===== config.mk =====
export PLATFORM = sky130hd
export DESIGN_NAME = axi4_read_dma_master
export DESIGN_NICKNAME = d
export VERILOG_FILES = /design/src/rtl/axi4_read_dma_master.sv
export SDC_FILE = /design/constraint.sdc
export NUM_CORES = 1
export LEC_CHECK = 0
export CAP_MARGIN = 20
export CORE_UTILIZATION = 46
export CTS_CLUSTER_SIZE = 12
export DETAILED_ROUTE_END_ITERATION = 8
export PLACE_DENSITY = 0.82
export SLEW_MARGIN = 0
export SYNTH_ARGS = -nofsm -noshare
export SYNTH_HDL_FRONTEND = slang
export SYNTH_SLANG_ARGS = --single-unit

===== constraint.sdc =====
create_clock -name clk -period 8.6 [get_ports clk]
set_input_delay 1.29 -clock clk [delete_from_list [all_inputs] [get_ports clk]]
set_output_delay 1.29 -clock clk [all_outputs]
set_load 0.005 [all_outputs]

===== src/rtl/axi4_read_dma_master.sv =====
// AXI4 read DMA master.
// A command (start address, beat count) is split into INCR bursts. No burst crosses a 4 KB
// boundary or exceeds MAX_BURST_LEN_P beats. Only one burst is outstanding at a time. R beats
// pass straight through to a ready/valid output stream.
// Ports:
//   clk, rst              clock, asynchronous active-high reset
//   cmd_*                 command input (addr, beats, valid/ready)
//   mst_ar*               AXI4 read-address channel
//   mst_r*                AXI4 read-data channel
//   dout_*                output data stream (data, last, valid/ready)
//   busy, done, err       status: not idle, end-of-command pulse, sticky error
module axi4_read_dma_master #(
  parameter int unsigned AXI_ID_WIDTH_P   = 4,
  parameter int unsigned AXI_ADDR_WIDTH_P = 32,
  parameter int unsigned AXI_DATA_WIDTH_P = 64,
  parameter int unsigned AXI_ID_P         = 0,
  parameter int unsigned MAX_BURST_LEN_P  = 16
) (
  input  logic                        clk,
  input  logic                        rst,
  input  logic [AXI_ADDR_WIDTH_P-1:0] cmd_addr,
  input  logic [15:0]                 cmd_beats,
  input  logic                        cmd_valid,
  output logic                        cmd_ready,
  output logic [AXI_ID_WIDTH_P-1:0]   mst_arid,
  output logic [AXI_ADDR_WIDTH_P-1:0] mst_araddr,
  output logic [7:0]                  mst_arlen,
  output logic [2:0]                  mst_arsize,
  output logic [1:0]                  mst_arburst,
  output logic [3:0]                  mst_arregion,
  output logic                        mst_arvalid,
  input  logic                        mst_arready,
  input  logic [AXI_ID_WIDTH_P-1:0]   mst_rid,
  input  logic [1:0]                  mst_rresp,
  input  logic [AXI_DATA_WIDTH_P-1:0] mst_rdata,
  input  logic                        mst_rlast,
  input  logic                        mst_rvalid,
  output logic                        mst_rready,
  output logic [AXI_DATA_WIDTH_P-1:0] dout_data,
  output logic                        dout_last,
  output logic                        dout_valid,
  input  logic                        dout_ready,
  output logic                        busy,
  output logic                        done,
  output logic                        err
);

  localparam int unsigned Bytes = AXI_DATA_WIDTH_P / 8;
  localparam int unsigned SizeW = $clog2(Bytes);
  localparam logic [AXI_ADDR_WIDTH_P-1:0] AlignMask = ~(AXI_ADDR_WIDTH_P'(Bytes - 1));

  typedef enum logic [1:0] {StIdle, StAddr, StData, StDone} state_e;

  state_e                      state_q, state_d;
  logic [AXI_ADDR_WIDTH_P-1:0] araddr_q, araddr_d;
  logic [7:0]                  arlen_q, arlen_d;
  logic [15:0]                 rem_q, rem_d;     // beats still to request after current burst
  logic [7:0]                  cnt_q, cnt_d;     // beats accepted in current burst
  logic                        err_q, err_d;

  logic [AXI_ADDR_WIDTH_P-1:0] cmd_addr_al, next_addr;
  logic [8:0]                  beats;
  logic                        in_data, beat_fire, burst_end;

  // Beats for a burst starting at aligned address a with rem beats left.
  function automatic logic [8:0] burst_beats(input logic [AXI_ADDR_WIDTH_P-1:0] a,
                                             input logic [15:0] rem);
    logic [12:0] room;
    logic [16:0] b;
    room = (13'd4096 - {1'b0, a[11:0]}) >> SizeW;
    b = {1'b0, rem};
    if (b > 17'(MAX_BURST_LEN_P)) b = 17'(MAX_BURST_LEN_P);
    if (b > {4'b0, room}) b = {4'b0, room};
    return b[8:0];
  endfunction

  assign cmd_addr_al = cmd_addr & AlignMask;
  assign next_addr   = araddr_q + ((AXI_ADDR_WIDTH_P'(arlen_q) + 1'b1) << SizeW);
  assign in_data     = (state_q == StData);
  assign beat_fire   = in_data && mst_rvalid && dout_ready;
  assign burst_end   = (cnt_q == arlen_q);

  always_comb begin
    state_d  = state_q;
    araddr_d = araddr_q;
    arlen_d  = arlen_q;
    rem_d    = rem_q;
    cnt_d    = cnt_q;
    err_d    = err_q;
    beats    = 9'd0;
    unique case (state_q)
      StIdle: begin
        if (cmd_valid) begin
          err_d = 1'b0;
          if (cmd_beats == 16'd0) begin
            state_d = StDone;
          end else begin
            beats    = burst_beats(cmd_addr_al, cmd_beats);
            araddr_d = cmd_addr_al;
            arlen_d  = 8'(beats - 9'd1);
            rem_d    = cmd_beats - 16'(beats);
            cnt_d    = 8'd0;
            state_d  = StAddr;
          end
        end
      end
      StAddr: begin
        if (mst_arready) state_d = StData;
      end
      StData: begin
        if (beat_fire) begin
          cnt_d = cnt_q + 8'd1;
          // Burst end follows the local count; a disagreeing rlast only flags an error.
          if (mst_rresp != 2'b00 || mst_rlast != burst_end) err_d = 1'b1;
          if (burst_end) begin
            if (rem_q != 16'd0) begin
              beats    = burst_beats(next_addr, rem_q);
              araddr_d = next_addr;
              arlen_d  = 8'(beats - 9'd1);
              rem_d    = rem_q - 16'(beats);
              cnt_d    = 8'd0;
              state_d  = StAddr;
            end else begin
              state_d = StDone;
            end
          end
        end
      end
      StDone: state_d = StIdle;
      default: state_d = StIdle;
    endcase
  end

  always_ff @(posedge clk or posedge rst) begin
    if (rst) begin
      state_q  <= StIdle;
      araddr_q <= '0;
      arlen_q  <= '0;
      rem_q    <= '0;
      cnt_q    <= '0;
      err_q    <= 1'b0;
    end else begin
      state_q  <= state_d;
      araddr_q <= araddr_d;
      arlen_q  <= arlen_d;
      rem_q    <= rem_d;
      cnt_q    <= cnt_d;
      err_q    <= err_d;
    end
  end

  assign cmd_ready    = (state_q == StIdle);
  assign busy         = (state_q != StIdle);
  assign done         = (state_q == StDone);
  assign err          = err_q;

  assign mst_arid     = AXI_ID_WIDTH_P'(AXI_ID_P);
  assign mst_araddr   = araddr_q;
  assign mst_arlen    = arlen_q;
  assign mst_arsize   = 3'(SizeW);
  assign mst_arburst  = 2'b01;
  assign mst_arregion = 4'h0;
  assign mst_arvalid  = (state_q == StAddr);

  assign mst_rready   = in_data && dout_ready;
  assign dout_valid   = in_data && mst_rvalid;
  assign dout_data    = mst_rdata;
  assign dout_last    = in_data && burst_end && (rem_q == 16'd0);

  logic unused_rid;
  assign unused_rid = ^mst_rid;

endmodule

Word level (Yosys, flattened, before mapping)

Cells that the tools add are included.

Bits in registers: 67
Bits in latches: 0
Memory bits (writable): 0
Bits in read-only memories: 0
Output and inout port bits: 125
Word-level logic and storage cells: 101
Memories kept: 0

$add $sub $neg: 9
Multipliers: 0
Div/mod/pow operators: 0
Order comparisons: 4
Equal/unequal tests: 12
Shift operators: 0
Multiplexer cells: 53
Bitwise logic cells: 0
Reductions and logical operators: 17

Operator list:

| operator                                                                         | number |
|---|---|
| 32-bit two-way mux                                                               | 5 |
| 17-bit two-way mux                                                               | 7 |
| 16-bit two-way mux                                                               | 7 |
| 9-bit two-way mux                                                                | 9 |
| 8-bit two-way mux                                                                | 10 |
| 32-bit one-hot mux with 2 select lines                                           | 1 |
| 17-bit by 10-bit greater-than comparator with 1-bit output                       | 2 |
| 32-bit by 12-bit adder with 32-bit output                                        | 1 |
| 16-bit by 5-bit greater-than comparator with 1-bit output, second input constant | 2 |
| 16-bit zero test                                                                 | 2 |
| 16-bit one-hot mux with 2 select lines                                           | 1 |
| 8-bit one-hot mux with 2 select lines                                            | 2 |
| 16-bit by 9-bit subtractor with 16-bit output                                    | 2 |
| 13-bit by 12-bit subtractor with 13-bit output, first input constant             | 2 |
| 16-bit nonzero test                                                              | 1 |
| 8-bit by 1-bit subtractor with 8-bit output, second input constant               | 2 |
| 2-bit two-way mux                                                                | 6 |
| 4-bit AND reduction                                                              | 3 |
| 2-bit by 1-bit != test with 1-bit output, second input constant                  | 5 |
| 8-bit by 1-bit adder with 9-bit output, second input constant                    | 1 |
| 8-bit by 1-bit adder with 8-bit output, second input constant                    | 1 |
| 8-bit equality test                                                              | 1 |
| 2-bit one-hot mux with 4 select lines                                            | 1 |
| 6-bit AND reduction                                                              | 1 |
| other kinds (10)                                                                 | 20 |

Longest topological paths before layout

Depth after elaboration: 17
Mapped depth: 31

Least setup slack after synthesis

No wires, ideal clock.

Path type: reg-to-reg
From: register arlen_q[0], in the netlist mst_arlen[0]
To: register rem_q[9]
Library setup time: 124 ps
Arrival: 6679 ps
Required time: 8476 ps
Slack: 1797 ps
Stages on the path, launching flop included: 29
Clock period less this slack: 6803 ps
Path through: dfrtp_1 -> ha_1 -> fa_1 -> and3_1 -> o21a_1 -> o31a_1 -> nor3_2 -> or2_4 -> nand3b_1 -> ha_1 -> nand4_1 -> nor3_1 -> nand2_1 -> or3_1 -> o211a_2 -> nand2_2 -> buf_1 -> nor2_1 -> a21oi_1 -> ha_1 -> a21o_1 -> maj3_1 -> maj3_1 -> a2111oi_0 -> a31o_2 -> o41ai_4 -> nand3_2 -> a21oi_1 -> a211o_1

Word-level cells in the longest chain between the ends: 14

RTL lines:

| item                                                       | RTL line | source |
|---|---|---|
| start: declaration                                         | 56       | `logic [7:0] arlen_q, arlen_d;` |
| start signal: assignment                                   | 145      | `arlen_q <= arlen_d;` |
| 8-bit by 1-bit adder with 9-bit output                     | 78       | `assign next_addr = araddr_q + ((AXI_ADDR_WIDTH_P'(arlen_q) + 1'b1) << SizeW);` |
| 32-bit by 12-bit adder with 32-bit output                  | 78       |  |
| 13-bit by 12-bit subtractor with 13-bit output             | 70       | `room = (13'd4096 - {1'b0, a[11:0]}) >> SizeW;` |
| 17-bit by 10-bit greater-than comparator with 1-bit output | 73       | `if (b > {4'b0, room}) b = {4'b0, room};` |
| 9-bit two-way mux                                          | 73       |  |
| 9-bit two-way mux                                          | 116      | `if (rem_q != 16'd0) begin` |
| 9-bit two-way mux                                          | 115      | `if (burst_end) begin` |
| 9-bit two-way mux                                          | 111      | `if (beat_fire) begin` |
| 9-bit two-way mux                                          | 91       | `unique case (state_q)` |
| 16-bit by 9-bit subtractor with 16-bit output              | 120      | `rem_d = rem_q - 16'(beats);` |
| 16-bit two-way mux                                         | 116      |  |
| 16-bit two-way mux                                         | 115      |  |
| 16-bit two-way mux                                         | 111      |  |
| 16-bit one-hot mux with 2 select lines                     | 91       |  |
| end signal: assignment                                     | 146      | `rem_q <= rem_d;` |
| end: declaration                                           | 57       | `logic [15:0] rem_q, rem_d;` |

Several ways; a longest one is shown, not always the timed one. The select of a mux whose other input is x is not followed.
A chain may end at the register's enable or synchronous reset.

Worst setup path in the final report

From: register arlen_q[1], in the netlist mst_arlen[1]
To: register rem_q[9]

The elaborated chain is that of the path after synthesis.

==> out/summary.txt <==
initial antenna violation count: 0
Fillers: 1338
top area cells in the synthesized netlist: dfrtp_1 (23%), ha_1 (8.9%), buf_4 (8.6%)
WHS Endpoint: mst_araddr[5]$_DFFE_PP0P_
post-CTS setup buffers: 0
Tightest Pin Transition: 0.8575 ns
most common library cells after synthesis: nand2_1 (81), buf_4 (80), nor2_1 (75)
slack of the worst reg-to-reg path: 1.01 ns
Area growth, synth to finish: 13.59%
dpl hpwl: 13.32 mm
Post-Syn Area: 7014 sq um
CP peak stage delay: 0.53 ns
Initial Utilization: 47.72%
drt first pass iters: 9
Worst Slack Setup Final: 1.009 ns
vias in the first global route: 6024
Place WS: 1.165 ns
EDFF count, synth: 0
hold slack: 0.5282 ns
Post-DRT Antenna Nets: 0
FFs w/ async S/R, synth: 100.0%
syn_area_per_cell: 7.802 sq um
HP Start: mst_araddr[5]$_DFFE_PP0P_
post-synth top area share: 22.83%
Max Clock Skew: 0.006124 ns
launching point of the worst reg2reg path: mst_arlen[1]$_DFFE_PP0P_
Worst R2R End: rem_q[9]$_DFFE_PP0P_
unrepaired setup endpoints after global routing: no
Root Driver: clkbuf_16
first-pass GRT wire length: 29.34 mm
FF+latch count, synth: 64
fin crit period: 7.591 ns
fin crit share: 88.27%
CP arrival: 7.81 ns
Resized cells post-CTS: 0
routability congestion estimate: 0.9101
most frequent cell after synthesis: nand2_1
max cap viols: 0
P_leak: 0.003306 uW
share of post-route cells with drive strength above 1: 5.597%
Top Metal Used: met4
met3 wire length: 1.148 mm
Top Ports: 250
failing checks: design-rule violations
WL met1: 8.094 mm
CTS tree: built
crit path kind: flip-flop to flip-flop
antenna cells: 0
Max-slew headroom: 42.11%
core box area: 14700 sq um
Sink Count: 64
CP max FO: 12
Layout Utilization: 54.21%
cell accounting for the most synthesized area: dfrtp_1
final setup violation count: 0
initial DRC count: 609
Clk pin slew, worst setup/hold paths: 0.06 ns
Worst-Skew Late Latency: 0.34 ns
reg2reg path depth: 29
Critical Path Source: mst_arlen[1]$_DFFE_PP0P_
die area: 15750 sq um
Slew Viols, Final: 0
Crit. End Element: flip-flop
die height: 125.5 microns
cell repeated most along the worst path: ha_1
met2 WL post-DR: 8.356 mm
power per cell area: 472.9 nW/um^2
startpoint types: flip-flop
Worst path slowest cell: dfrtp_1
routed length per instance: 16.16 microns
CTS H-tree lvls: 3
Yosys cell types: 76
drt total wl: 17.98 mm
Synth Flop Type: dfrtp_1
outcome: finished, violations left
total congestion overflow: 0
min-delay worst type: flip-flop to flip-flop
Hold-fix buffers, CTS: 0
DR vias: 6511
Synth Warn #: 0
fin nets: 1102
TNS Setup: 0 ns
clk buf depth: 2
Via density: 5.850
Data required, critical path: 8.82 ns
CTS Buf Count: 9
Seq/Total Area, Yosys: 22.83%
Gate Count Post-Synth: 899
Max Fclk: 0.1317 GHz
VDD IR max: 215.8 uV
Chip Width: 125.5 microns
Row Count: 44
largest net degree at the start of global routing: 65
drt drc: 16
final hold violations: 0
Port Buffers: 98
Tot GR Track Use: 22.89%
WHS Path Cells: 2
## cells by family (layout without fill, tap and decap cells)
kind of cell,count (synthesis),in the layout,synth area share (%)
adder cells (fa/ha/maj),57,57,10.35
flip-flops,64,64,22.83
AND/OR/NAND/NOR,316,316,22.32
multiplexers,6,6,0.8563
other,2,25,0.1071
XOR/XNOR,55,55,6.868
buffers and inverters,151,158,12.38
AO/OA/AOI/OAI,248,248,24.30
## metrics by stage
stage / cell area (sq um) / std cells / total power, uW
4_1_cts: 7968 / 1113 / 3715
5_1_grt: 7968 / 1113 / 4071
3_3_place_gp: 7649 / 1097 / 3205
3_5_place_dp: 7649 / 1097 / 3277
6_report: 7968 / 1113 / 3768
2_1_floorplan: 7101 / 922 / 2585
## metal layers
| layer | GRT usage, % | up-vias |
|---|---|---|
| met2 | 37.71 | 234 |
| met5 | 0 | - |
| li1 | - | 3189 |
| met4 | 8.967 | 0 |
| met1 | 30.15 | 3056 |
| met3 | 3.338 | 32 |
## worst max-delay path by stage
stage                            endpoint  slack, ns  depth (start not counted)
floorplan            rem_q[9]$_DFFE_PP0P_       1.80                         28
global placement     rem_q[9]$_DFFE_PP0P_       1.27                         28
detailed placement   rem_q[9]$_DFFE_PP0P_       1.17                         28
CTS                  rem_q[9]$_DFFE_PP0P_       1.12                         28
global route        rem_q[11]$_DFFE_PP0P_       0.61                         28
finish               rem_q[9]$_DFFE_PP0P_       1.01                         29
## report_power, final
part	leakage (uW)	switching [uW]	total, uW	internal (uW)
clock	0.000159	136	392	256
combinational	0.00238	1600	2750	1150
sequential	0.000762	186	623	437
total	0.00331	1930	3770	1840
## registers in the layout (all words and copies together) (netlist names)
name	flops
cnt_q	8
err	1
mst_araddr	29
mst_arlen	8
rem_q	16
state_q	2
## critical path, delay by kind of cell (launching register included)
family,cells,cell delay (ns)
fa+ha+maj,6,1.96
compound gates,10,2.08
xor+xnor,3,0.59
flops,1,0.53
buf+inv,1,0.06
simple gates,9,2.21
## layout by cell type (no fill, tap or decap), types with 16 or more instances in the layout
cell type and n:
clkdlybuf4s50_1 98, nand2_1 81, nor2_1 75, a21oi_1 67, dfrtp_1 64, o21ai_0 54, ha_1 50, inv_1 38
xnor2_1 33, nand3_1 30, nor3_1 25, conb_1 25, xor2_1 22, or3_1 16
## cell type report
| type | instances | area [sq um] | share of cell area (%) |
|---|---|---|---|
| clock buffers | 14 | 284.0 | 3.565 |
| clock inverters | 2 | 35.03 | 0.4397 |
| inverters | 39 | 146.4 | 1.837 |
| multi-input cells | 707 | 4652 | 58.39 |
| flip-flops and latches | 64 | 1602 | 20.10 |
| well taps | 184 | 230.2 | 2.889 |
| repair buffers | 103 | 1018 | 12.78 |
Power figures use the tool's default switching activity.
==> RTL change (config.mk and constraints unchanged) <==
Make the reset (`rst`) synchronous in one clocked block. Comments in the files are not updated.
--- a/src/rtl/axi4_read_dma_master.sv
+++ b/src/rtl/axi4_read_dma_master.sv
@@ -131,7 +131,7 @@
     endcase
   end
 
-  always_ff @(posedge clk or posedge rst) begin
+  always_ff @(posedge clk) begin
     if (rst) begin
       state_q  <= StIdle;
       araddr_q <= '0;
Formal check against the unedited RTL: differs if rst is asserted again (counterexample within 4 cycles, from zero or initial values and one cycle with rst high); with rst held inactive, the same outputs for 4 cycles.
==> RTL change against the original RTL <==
  * Cell area shrank 4.0%
  * Largest cell class unchanged
  * Highest routed layer unchanged
  * Sequential cell count is the same
  * Final cell count grew 0.72%
  * Synthesized cell count grew 1.8%
  * Routed wire length shrank 3.3%
  * Critical endpoint is now rem_q[12]
  * Area after synthesis shrank 3.8%
  * Worst setup slack gained 0.11 ns
Power is not compared: it rests on default switching activity, and its combinational part moved more than twofold at a synthesized area within 25%.
==> RTL change: results (changes against the original RTL) <==
Post-layout nets 1114 (+1.1%); DRC violation total after the first TritonRoute iteration 666 (+9.4%); Worst Hold Path EP rem_q[11]; total power draw 1.64 mW; Worst-Margin Slew 0.741 ns (-0.116 ns); vias per std cell 5.82 (-0.50%); family with the most delay on the worst path compound AO/OA/AOI/OAI gates; most common library cells after synthesis sky130_fd_sc_hd__nor2_1, sky130_fd_sc_hd__nand2_1, sky130_fd_sc_hd__buf_4, sky130_fd_sc_hd__dfxtp_1, sky130_fd_sc_hd__a21oi_1; first-pass GRT wire length 27.7 mm (-5.6%); count of cell types in the netlist 64 (-16%); gr usage total 23.0% (+0.11 points); average routed wire per standard cell 15.5 um (-4.0%); worst hold start rem_q[11]; routed wl met2 7.92 mm (-5.2%); top fanout value on the critical path 9 (-3); fraction of registers with async set or reset after synthesis 0% (-100 points); critical path's largest stage delay 0.62 ns (+0.09 ns); top cells by area, synth sky130_fd_sc_hd__dfxtp_1, sky130_fd_sc_hd__ha_1, sky130_fd_sc_hd__buf_4, sky130_fd_sc_hd__nor2_1, sky130_fd_sc_hd__nand2_1; reg-to-reg setup timing slack 1.12 ns (+0.11 ns); met3 track utilization from global routing 2.68% (-0.66 points); outcome complete, no violations; ratio of cells with drive above 1 in the final layout 6.06% (+0.46 points); Avg Cell Area, Syn 7.37 sq um (-5.5%); met1 track demand over resource 32.0% (+1.9 points); maximum number of pins on one net before global-route repair 69 (+6.2%); post-route DRC violation count 0 (-16); Worst R2R End rem_q[12]
-- RTL change: cell count changes after synthesis, sizes merged, moves of 12 or more --
cell	unedited run	this run
dfrtp	64	0
dfxtp	0	64
nor2	76	97
o21ai	58	42
mux2	0	12
-- RTL change: area by class of cell --
class                   count  share of cell area, %
clock buffers              11                   3.17
clock inverters             5                  0.736
repair buffers            105                   13.4
flip-flops and latches     64                   16.7
multi-input cells         719                   61.2
well taps                 180                   2.94
inverters                  37                   1.81
-- RTL change: cell families (layout without fill, tap and decap cells) --
kind of cell / after synthesis / count (layout) / share of synthesized area [%]
and+or+nand+nor: 351 / 351 / 25.1
AOI/OAI and AO/OA: 214 / 214 / 22.1
buffers and inverters: 155 / 158 / 13.1
DFF: 64 / 64 / 19.0
xor gates and xnor gates: 57 / 57 / 7.40
adders and majority gates: 53 / 53 / 10.2
muxes: 19 / 19 / 3.04
other: 2 / 25 / 0.111
